File: src/rtl/instruction_prefetch.sv
// instruction_prefetch: pipelined instruction fetch front-end with a prefetch FIFO.
// Issues sequential fetch requests with up to FIFO_DEPTH in flight. Returned
// instructions are buffered with their PCs. Jump/trap redirects flush the FIFO
// and drop stale in-flight responses.
// Ports:
//   clk, rst_n                      clock, asynchronous active-low reset
//   imem_req_valid/ready/addr       fetch request channel (to memory)
//   imem_rsp_valid/data             in-order fetch response (always accepted)
//   id_valid/ready, id_inst, id_pc  head instruction to decode
//   jump_valid/address              jump redirect
//   trap_valid/address              trap redirect (wins over jump)
module instruction_prefetch #(
  parameter int unsigned    XLEN       = 32,
  parameter int unsigned    ILEN       = 32,
  parameter int unsigned    FIFO_DEPTH = 4,
  parameter logic [XLEN-1:0] RESET_PC  = '0
) (
  input  logic            clk,
  input  logic            rst_n,
  output logic            imem_req_valid,
  input  logic            imem_req_ready,
  output logic [XLEN-1:0] imem_req_addr,
  input  logic            imem_rsp_valid,
  input  logic [ILEN-1:0] imem_rsp_data,
  output logic            id_valid,
  input  logic            id_ready,
  output logic [ILEN-1:0] id_inst,
  output logic [XLEN-1:0] id_pc,
  input  logic            jump_valid,
  input  logic [XLEN-1:0] jump_address,
  input  logic            trap_valid,
  input  logic [XLEN-1:0] trap_address
);

  localparam int unsigned PTR_W = $clog2(FIFO_DEPTH);
  localparam int unsigned CNT_W = $clog2(FIFO_DEPTH + 1);
  localparam int unsigned SUM_W = CNT_W + 1;

  typedef struct packed {
    logic [ILEN-1:0] inst;
    logic [XLEN-1:0] pc;
  } entry_t;

  logic [XLEN-1:0]  fetch_pc_q, fetch_pc_d;
  logic [XLEN-1:0]  rsp_pc_q, rsp_pc_d;
  logic [CNT_W-1:0] outstanding_q, outstanding_d;
  logic [CNT_W-1:0] discard_q, discard_d;
  logic [CNT_W-1:0] count_q, count_d;
  logic [PTR_W-1:0] wr_ptr_q, wr_ptr_d;
  logic [PTR_W-1:0] rd_ptr_q, rd_ptr_d;
  entry_t           fifo_q [FIFO_DEPTH];
  entry_t           fifo_d [FIFO_DEPTH];

  logic            redirect;
  logic [XLEN-1:0] target;
  logic            credit_ok;
  logic            req_fire;
  logic            push;
  logic            pop;
  entry_t          head;

  // Redirect decode: trap wins, target forced to word alignment
  assign redirect = jump_valid | trap_valid;
  assign target   = (trap_valid ? trap_address : jump_address) & ~XLEN'(3);

  // In-flight plus buffered never exceeds depth; a same-cycle pop earns no credit
  assign credit_ok = (SUM_W'(outstanding_q) + SUM_W'(count_q)) < SUM_W'(FIFO_DEPTH);

  assign imem_req_valid = rst_n & ~redirect & credit_ok;
  assign imem_req_addr  = fetch_pc_q;
  assign req_fire       = imem_req_valid & imem_req_ready;

  // Responses landing while discard is non-zero belong to a flushed stream
  assign push = imem_rsp_valid & ~redirect & (discard_q == '0);
  assign pop  = id_valid & id_ready & ~redirect;

  assign head     = fifo_q[rd_ptr_q];
  assign id_valid = (count_q != '0);
  assign id_inst  = id_valid ? head.inst : '0;
  assign id_pc    = id_valid ? head.pc   : '0;

  // Next-state computation for fetch PC, counters and FIFO
  always_comb begin
    fetch_pc_d    = fetch_pc_q;
    rsp_pc_d      = rsp_pc_q;
    discard_d     = discard_q;
    wr_ptr_d      = wr_ptr_q;
    rd_ptr_d      = rd_ptr_q;
    fifo_d        = fifo_q;
    outstanding_d = outstanding_q + CNT_W'(req_fire) - CNT_W'(imem_rsp_valid);
    count_d       = count_q + CNT_W'(push) - CNT_W'(pop);

    if (req_fire) begin
      fetch_pc_d = fetch_pc_q + XLEN'(4);
    end

    if (imem_rsp_valid && !redirect && (discard_q != '0)) begin
      discard_d = discard_q - CNT_W'(1);
    end

    if (push) begin
      fifo_d[wr_ptr_q] = '{inst: imem_rsp_data, pc: rsp_pc_q};
      wr_ptr_d         = wr_ptr_q + PTR_W'(1);
      rsp_pc_d         = rsp_pc_q + XLEN'(4);
    end

    if (pop) begin
      rd_ptr_d = rd_ptr_q + PTR_W'(1);
    end

    // Everything still in flight after this cycle is stale, including this cycle's response
    if (redirect) begin
      fetch_pc_d = target;
      rsp_pc_d   = target;
      wr_ptr_d   = '0;
      rd_ptr_d   = '0;
      count_d    = '0;
      discard_d  = outstanding_d;
    end
  end

  // State registers
  always_ff @(posedge clk or negedge rst_n) begin
    if (!rst_n) begin
      fetch_pc_q    <= RESET_PC;
      rsp_pc_q      <= RESET_PC;
      outstanding_q <= '0;
      discard_q     <= '0;
      count_q       <= '0;
      wr_ptr_q      <= '0;
      rd_ptr_q      <= '0;
      fifo_q        <= '{default: '0};
    end else begin
      fetch_pc_q    <= fetch_pc_d;
      rsp_pc_q      <= rsp_pc_d;
      outstanding_q <= outstanding_d;
      discard_q     <= discard_d;
      count_q       <= count_d;
      wr_ptr_q      <= wr_ptr_d;
      rd_ptr_q      <= rd_ptr_d;
      fifo_q        <= fifo_d;
    end
  end

  // Credit scheme guarantees neither of these can happen
  a_no_push_full: assert property (@(posedge clk) disable iff (!rst_n)
    !(push && (count_q == CNT_W'(FIFO_DEPTH))));
  a_no_orphan_rsp: assert property (@(posedge clk) disable iff (!rst_n)
    !(imem_rsp_valid && (outstanding_q == '0)));

endmodule

File: config.mk
export PLATFORM = sky130hd
export DESIGN_NAME = instruction_prefetch
export DESIGN_NICKNAME = d
export VERILOG_FILES = /design/src/rtl/instruction_prefetch.sv
export SDC_FILE = /design/constraint.sdc
export NUM_CORES = 1
export LEC_CHECK = 0
export ABC_AREA = 1
export CORE_MARGIN = 2
export CORE_UTILIZATION = 51
export CTS_CLUSTER_SIZE = 8
export DETAILED_ROUTE_END_ITERATION = 10
export HOLD_SLACK_MARGIN = 0.1
export PLACE_DENSITY = 0.78
export SLEW_MARGIN = 10
export SYNTH_ARGS = -nofsm -noshare
export SYNTH_HDL_FRONTEND = slang
export SYNTH_SLANG_ARGS = --single-unit
File: constraint.sdc
create_clock -name clk -period 2.3 [get_ports clk]
set_input_delay 0.46 -clock clk [delete_from_list [all_inputs] [get_ports clk]]
set_output_delay 0.46 -clock clk [all_outputs]
set_load 0.03 [all_outputs]
Word-level counts from Yosys, hierarchy flattened
Cells that the tools add are included.
{"block": "word_totals", "register_bits": 333, "in_bits": 103, "out_inout_bits": 98, "elab_cells": 71}
{"block": "classes", "n_addsub": 10, "order_cmp": 4, "mux": 20, "bitwise_logic": 11, "reduce_logical": 11}
{"operator": "bitwise mux 256 bit", "n": 1}
{"operator": "two-way mux 32 bit", "n": 7}
{"operator": "two-way mux 64 bit", "n": 3}
{"operator": "binary-select mux 64 bit (select 2 bit)", "n": 1}
{"operator": "demux 64 bit (select 2 bit)", "n": 1}
{"operator": "adder 32 x 3 -> 32 bit (second input constant)", "n": 2}
{"operator": "two-way mux 3 bit", "n": 3}
{"operator": "two-way mux 2 bit", "n": 4}
{"operator": "nonzero test 2 bit", "n": 4}
{"operator": "AND 1 bit", "n": 7}
{"operator": "adder 3 x 1 -> 3 bit", "n": 2}
{"operator": "greater-or-equal comparator 3 bit (second input constant)", "n": 2}
{"operator": "inverter 2 -> 3 bit", "n": 2}
{"operator": "nonzero test 3 bit", "n": 2}
{"operator": "subtractor 3 x 1 -> 3 bit", "n": 2}
{"operator": "adder 2 x 1 -> 2 bit (second input constant)", "n": 2}
{"operator": "adder 3 x 3 -> 4 bit", "n": 1}
{"operator": "< comparator 4 x 3 -> 1 bit (second input constant)", "n": 1}
{"operator": "logical AND 1 bit", "n": 3}
{"operator": "logical NOT 3 bit", "n": 1}
{"operator": "< comparator 3 x 1 -> 1 bit (second input constant)", "n": 1}
{"operator": "subtractor 3 x 1 -> 3 bit (second input constant)", "n": 1}
{"operator": "logical NOT 1 bit", "n": 1}
{"operator": "inverter 1 bit", "n": 1}
{"operator": "bitwise OR 1 bit", "n": 1}

Longest topological paths before layout
{"block": "logic_depth", "ltp_word": 8, "depth_mapped": 14, "ltp_nobuf": 14}

Worst setup path before layout
Ideal clock, no wire load.
{"block": "synth_path", "path_type": "in2reg", "startpoint": "input port trap_valid", "endpoint": "register discard_q[2]", "setup_time_ps": 83, "arrival_ps": 2605, "required_ps": 2217, "path_slack_ps": -388, "cell_stages": 13, "n_path_buf": 1, "cell_sequence": "buf_2 -> nor2_8 -> nand3b_2 -> nor2_4 -> nand2_4 -> ha_1 -> inv_1 -> ha_1 -> fa_1 -> xnor2_1 -> xor2_1 -> nor2_1 -> o21ai_0"}
{"block": "synth_between", "elab_chain_cells": 8, "elab_cells_between_ends": 12, "cone_classes": "2 x add/sub; 1 x mux; 5 x bitwise; 4 x reduce/logical"}
{"element": "start: declaration", "line_no": "31", "rtl": "input logic trap_valid,"}
{"element": "bitwise OR 1 bit", "line_no": "63", "rtl": "assign redirect = jump_valid | trap_valid;"}
{"element": "inverter 1 bit", "line_no": "69", "rtl": "assign imem_req_valid = rst_n & ~redirect & credit_ok;"}
{"element": "AND 1 bit (2 in series)", "line_no": "69"}
{"element": "net imem_req_valid", "line_no": "20", "rtl": "output logic imem_req_valid,"}
{"element": "AND 1 bit", "line_no": "71", "rtl": "assign req_fire = imem_req_valid & imem_req_ready;"}
{"element": "adder 3 x 1 -> 3 bit", "line_no": "90", "rtl": "outstanding_d = outstanding_q + CNT_W'(req_fire) - CNT_W'(imem_rsp_valid);"}
{"element": "subtractor 3 x 1 -> 3 bit", "line_no": "90"}
{"element": "net outstanding_d[2]", "line_no": "46", "rtl": "logic [CNT_W-1:0] outstanding_q, outstanding_d;"}
{"element": "two-way mux 3 bit", "line_no": "112", "rtl": "if (redirect) begin"}
{"element": "end signal: assignment", "line_no": "137", "rtl": "discard_q <= discard_d;"}
{"element": "end: declaration", "line_no": "47", "rtl": "logic [CNT_W-1:0] discard_q, discard_d;"}
The timed path passes the listed nets, and every way through them passes these cells.
A chain may end at the register's enable or synchronous reset.

Final worst setup path
{"block": "layout_path", "startpoint": "register rd_ptr_q[0]", "endpoint": "output port id_pc[14]"}
{"block": "layout_between", "elab_chain_cells": 5}
{"element": "start: declaration", "line_no": "50", "rtl": "logic [PTR_W-1:0] rd_ptr_q, rd_ptr_d;"}
{"element": "start signal: assignment", "line_no": "140", "rtl": "rd_ptr_q <= rd_ptr_d;"}
{"element": "inverter 2 -> 3 bit (not written as such)", "line_no": "77", "rtl": "assign head = fifo_q[rd_ptr_q];"}
{"element": "binary-select mux 64 bit (select 2 bit)", "line_no": "77"}
{"element": "two-way mux 64 bit (not written as such) (2 in series)", "line_no": "77"}
{"element": "two-way mux 32 bit", "line_no": "80", "rtl": "assign id_pc = id_valid ? head.pc : '0;"}
{"element": "end: declaration", "line_no": "28", "rtl": "output logic [XLEN-1:0] id_pc,"}
No other way between the ends. The select of a mux whose other input is x is not followed.

==> impl_metrics.toml <==
[timing]
tightest_slew_ns = 0.711
finalHoldViolations = 0
rsz0062_at_grt = "yes"
finalSetupViolCount = 69
period_minus_slack_ns = 2.56
fmax_mhz = 391
skew_ns = 0.0252
worst_slack_ns = -0.258
drv_slew = 0
tns_ns = -11.21
max-slew-margin-rel_pct = 52.6
post-route-period-util_pct = 111

[layout]
regArea_um2 = 8040
area_delta_synth_final_pct = 36.3
diodes = 0
final_core_util_pct = 70.5
final_layout_size_suffix_gt1_share_pct = 16.5
stdcell_area_um2 = 22200
fin_nets = 2547
fill_cells = 2259
multiInputGateArea_um2 = 7940

[worst_setup_path]
cp.required_ns = 1.84
cp.arrival_ns = 2.10
crit_fanout = 9
critPathLaunchType = "register"
critPathKind = "register to output pin"
setup.worst_path.end_class = "output pin"

[power_and_ir_drop]
power.density_nw_per_um2 = 756
power_switching_w = 0.00524
p_int_w = 0.0115
leakagePower_nw = 10.0
combPwrFrac_pct = 21.7
vdd_drop_max_uv = 673
swShare_pct = 31.3
p_clk_share_pct = 35.7
seqPwrFrac_pct = 42.6

[status]
status = "finished, violations left"
violations = "setup timing"

[global_route]
antenna_found_initial = 0
track_usage_pct = 29.4
grt_pass1_wl_um = 79400
grt_max_degree = 118
grt_overflow = 0
grt_pass1_vias = 15456

[synth]
synth_top_cell_by_area = "dfrtp_1"
synth.avg_cell_area_um2 = 7.46
synth_warnings = 0
synthArstFlopShare_pct = 100
netlist_top_cells_count = "nand2_1, nor2_1, o21ai_0, dfrtp_1, inv_1"
ys_seq_area_share_pct = 49.4
synth-edff-count = 0
netlist_area_um2 = 16300
synth_cell_types = 38
netlist.area_leader.share_pct = 49.4
synth_area_leaders = "dfrtp_1, o21ai_0, nand2_1, nor2_1, a21oi_1"
yosysMostFrequentCell = "nand2_1"
ys_seq_elements = 321
ys.flop_type = "dfrtp_1"
syn-instance-count = 2181

[routing]
drt_wl_total_um = 52200
drc = 0
vias = 16422
first_pass_iters = 5
viasPerCell = 5.79
first_iter_violations = 1658
wire_per_inst_um = 18.4
drtAntennaViolNets = 0

[clocking]
clk_path_buf_depth = 3
cts_tree = "built"
htreeDepth = 2
cts-root-buf = "clkbuf_16"
clk_latency_ns = 0.55
cts_made_buffers = 46
cts.sinks = 321
cts.clk_slew.worst_paths_ns = 0.05

[floorplanning]
core-area_um2 = 31500
rows = 65
die-area_um2 = 33400
ios = 201
die_w_um = 183
initial_utilization_pct = 51.7
die_height_um = 183

[placed_design]
placed_area_um2 = 19100
numPortBuffers = 192
gp_congestion = 0.950
hpwl_um = 31000

[run]
cap_viol_max_count = 0

[worst_hold_path]
hp-class = "input pin to async pin"
## final timing paths
| kind | cells after the start | startpoint | endpoint | slack (ns) |
|---|---|---|---|---|
| hold / removal | 3 | rst_n | fifo_q[166] | 0.48 |
| setup reg to reg | 12 | count_q[2] | discard_q[2] | -0.22 |
| hold reg to reg | 2 | fifo_q[190] | fifo_q[190] | 0.48 |
| min in group clk | 2 | fifo_q[190] | fifo_q[190] | 0.48 |
| max in group asynchronous | 4 | rst_n | rd_ptr_q[0] | 0.76 |
| setup / recovery | 8 | rd_ptr_q[0] | id_pc[14] | -0.26 |
## kinds of logic (layout without fill, tap and decap cells)
logic type | Yosys count | count (layout) | synth area share, %
AOI/OAI and AO/OA | 582 | 582 | 18.3
buffers and inverters | 262 | 511 | 6.53
other | 1 | 4 | 0.0230
DFF | 321 | 321 | 49.4
xor gates and xnor gates | 6 | 6 | 0.323
adders and majority gates | 16 | 16 | 1.32
and+or+nand+nor | 993 | 993 | 24.2
## what timing repair did
item,4_1_cts,5_1_grt
gates resized for setup,123,258
pin swaps,35,59
endpoints found under the setup margin,68,69
endpoints found under the hold margin,12,0
setup buffers,13,13
gates cloned,8,15
hold buffers,1,0
## worst max-delay path: stages (launching register included)
cell,delay (ns)
dfrtp_4,0.49
buf_16,0.19
buf_12,0.14
buf_6,0.11
nor2_2,0.03
nor2_1,0.09
o21ai_1,0.11
a21oi_2,0.25
buf_12,0.16
## routing by layer
| layer | vias to the layer above | track usage (%) | part of all wire, % |
|---|---|---|---|
| met1 | 7817 | 39.1 | 39 |
| met5 | - | 0 | 0 |
| li1 | 7566 | - | - |
| met2 | 893 | 49.9 | 48 |
| met3 | 146 | 4.69 | 9.0 |
| met4 | 0 | 8.68 | 3.5 |
## area by class of cell
class,count,share of cell area (%)
clock buffer,50,5.35
timing repair buffer,325,17.7
sequential,321,36.2
inverter,132,2.35
multi-input combinational,1601,35.8
tap,402,2.27
clock inverter,3,0.186
timing repair inverter,1,0.0733
## metrics by stage
stage | instances | hold slack [ns] | total power (W) | setup slack (ns)
floorplan | 2184 | 0.164 | 0.00902 | -0.339
global placement | 2737 | 0.460 | 0.0101 | -0.608
detailed placement | 2737 | 0.467 | 0.0103 | -0.713
CTS | 2811 | 0.472 | 0.0164 | -0.193
global route | 2835 | 0.499 | 0.0176 | -0.333
finish | 2835 | 0.479 | 0.0168 | -0.258
## sequential cells by signal (all words and copies together), names as in the netlist
register	cells
count_q	3
discard_q	3
fifo_q	248
imem_req_addr	30
outstanding_q	3
rd_ptr_q	2
rsp_pc_q	30
wr_ptr_q	2
## cell usage in the layout (no fill, tap or decap), types with 2 or more instances in the layout
master           instances
and2_1                   4
conb_1                   4
ha_1                    11
xor2_1                   4
buf_16                  10
a31oi_1                 12
clkbuf_16               60
nand2_4                  7
buf_4                   81
nor2_8                   2
nor2_1                 386
o21ai_1                 99
inv_2                    8
a21oi_1                 77
o31ai_1                  3
nor2_4                  29
a21oi_2                 24
inv_1                  123
clkinv_8                 3
fa_2                     2
o211ai_1                 8
nand2_1                445
buf_12                  44
nor2_2                  33
clkbuf_1                 3
o21ai_0                315
clkdlybuf4s50_1        127
nor3_1                  11
nand3_1                 70
ha_4                     2
buf_6                   48
a21oi_4                 21
dfrtp_1                319
o21ai_2                 17
## power by group through the flow
stage	Sequential, W	Clock [W]	Combinational [W]
after global routing	0.00723	0.00629	0.00409
after global placement	0.00708	0	0.00303
after floorplan	0.00710	0	0.00192
final	0.00714	0.00599	0.00364
after CTS	0.00706	0.00602	0.00330
after detailed placement	0.00711	0	0.00314
No activity file was read; power rests on OpenSTA's default activity.
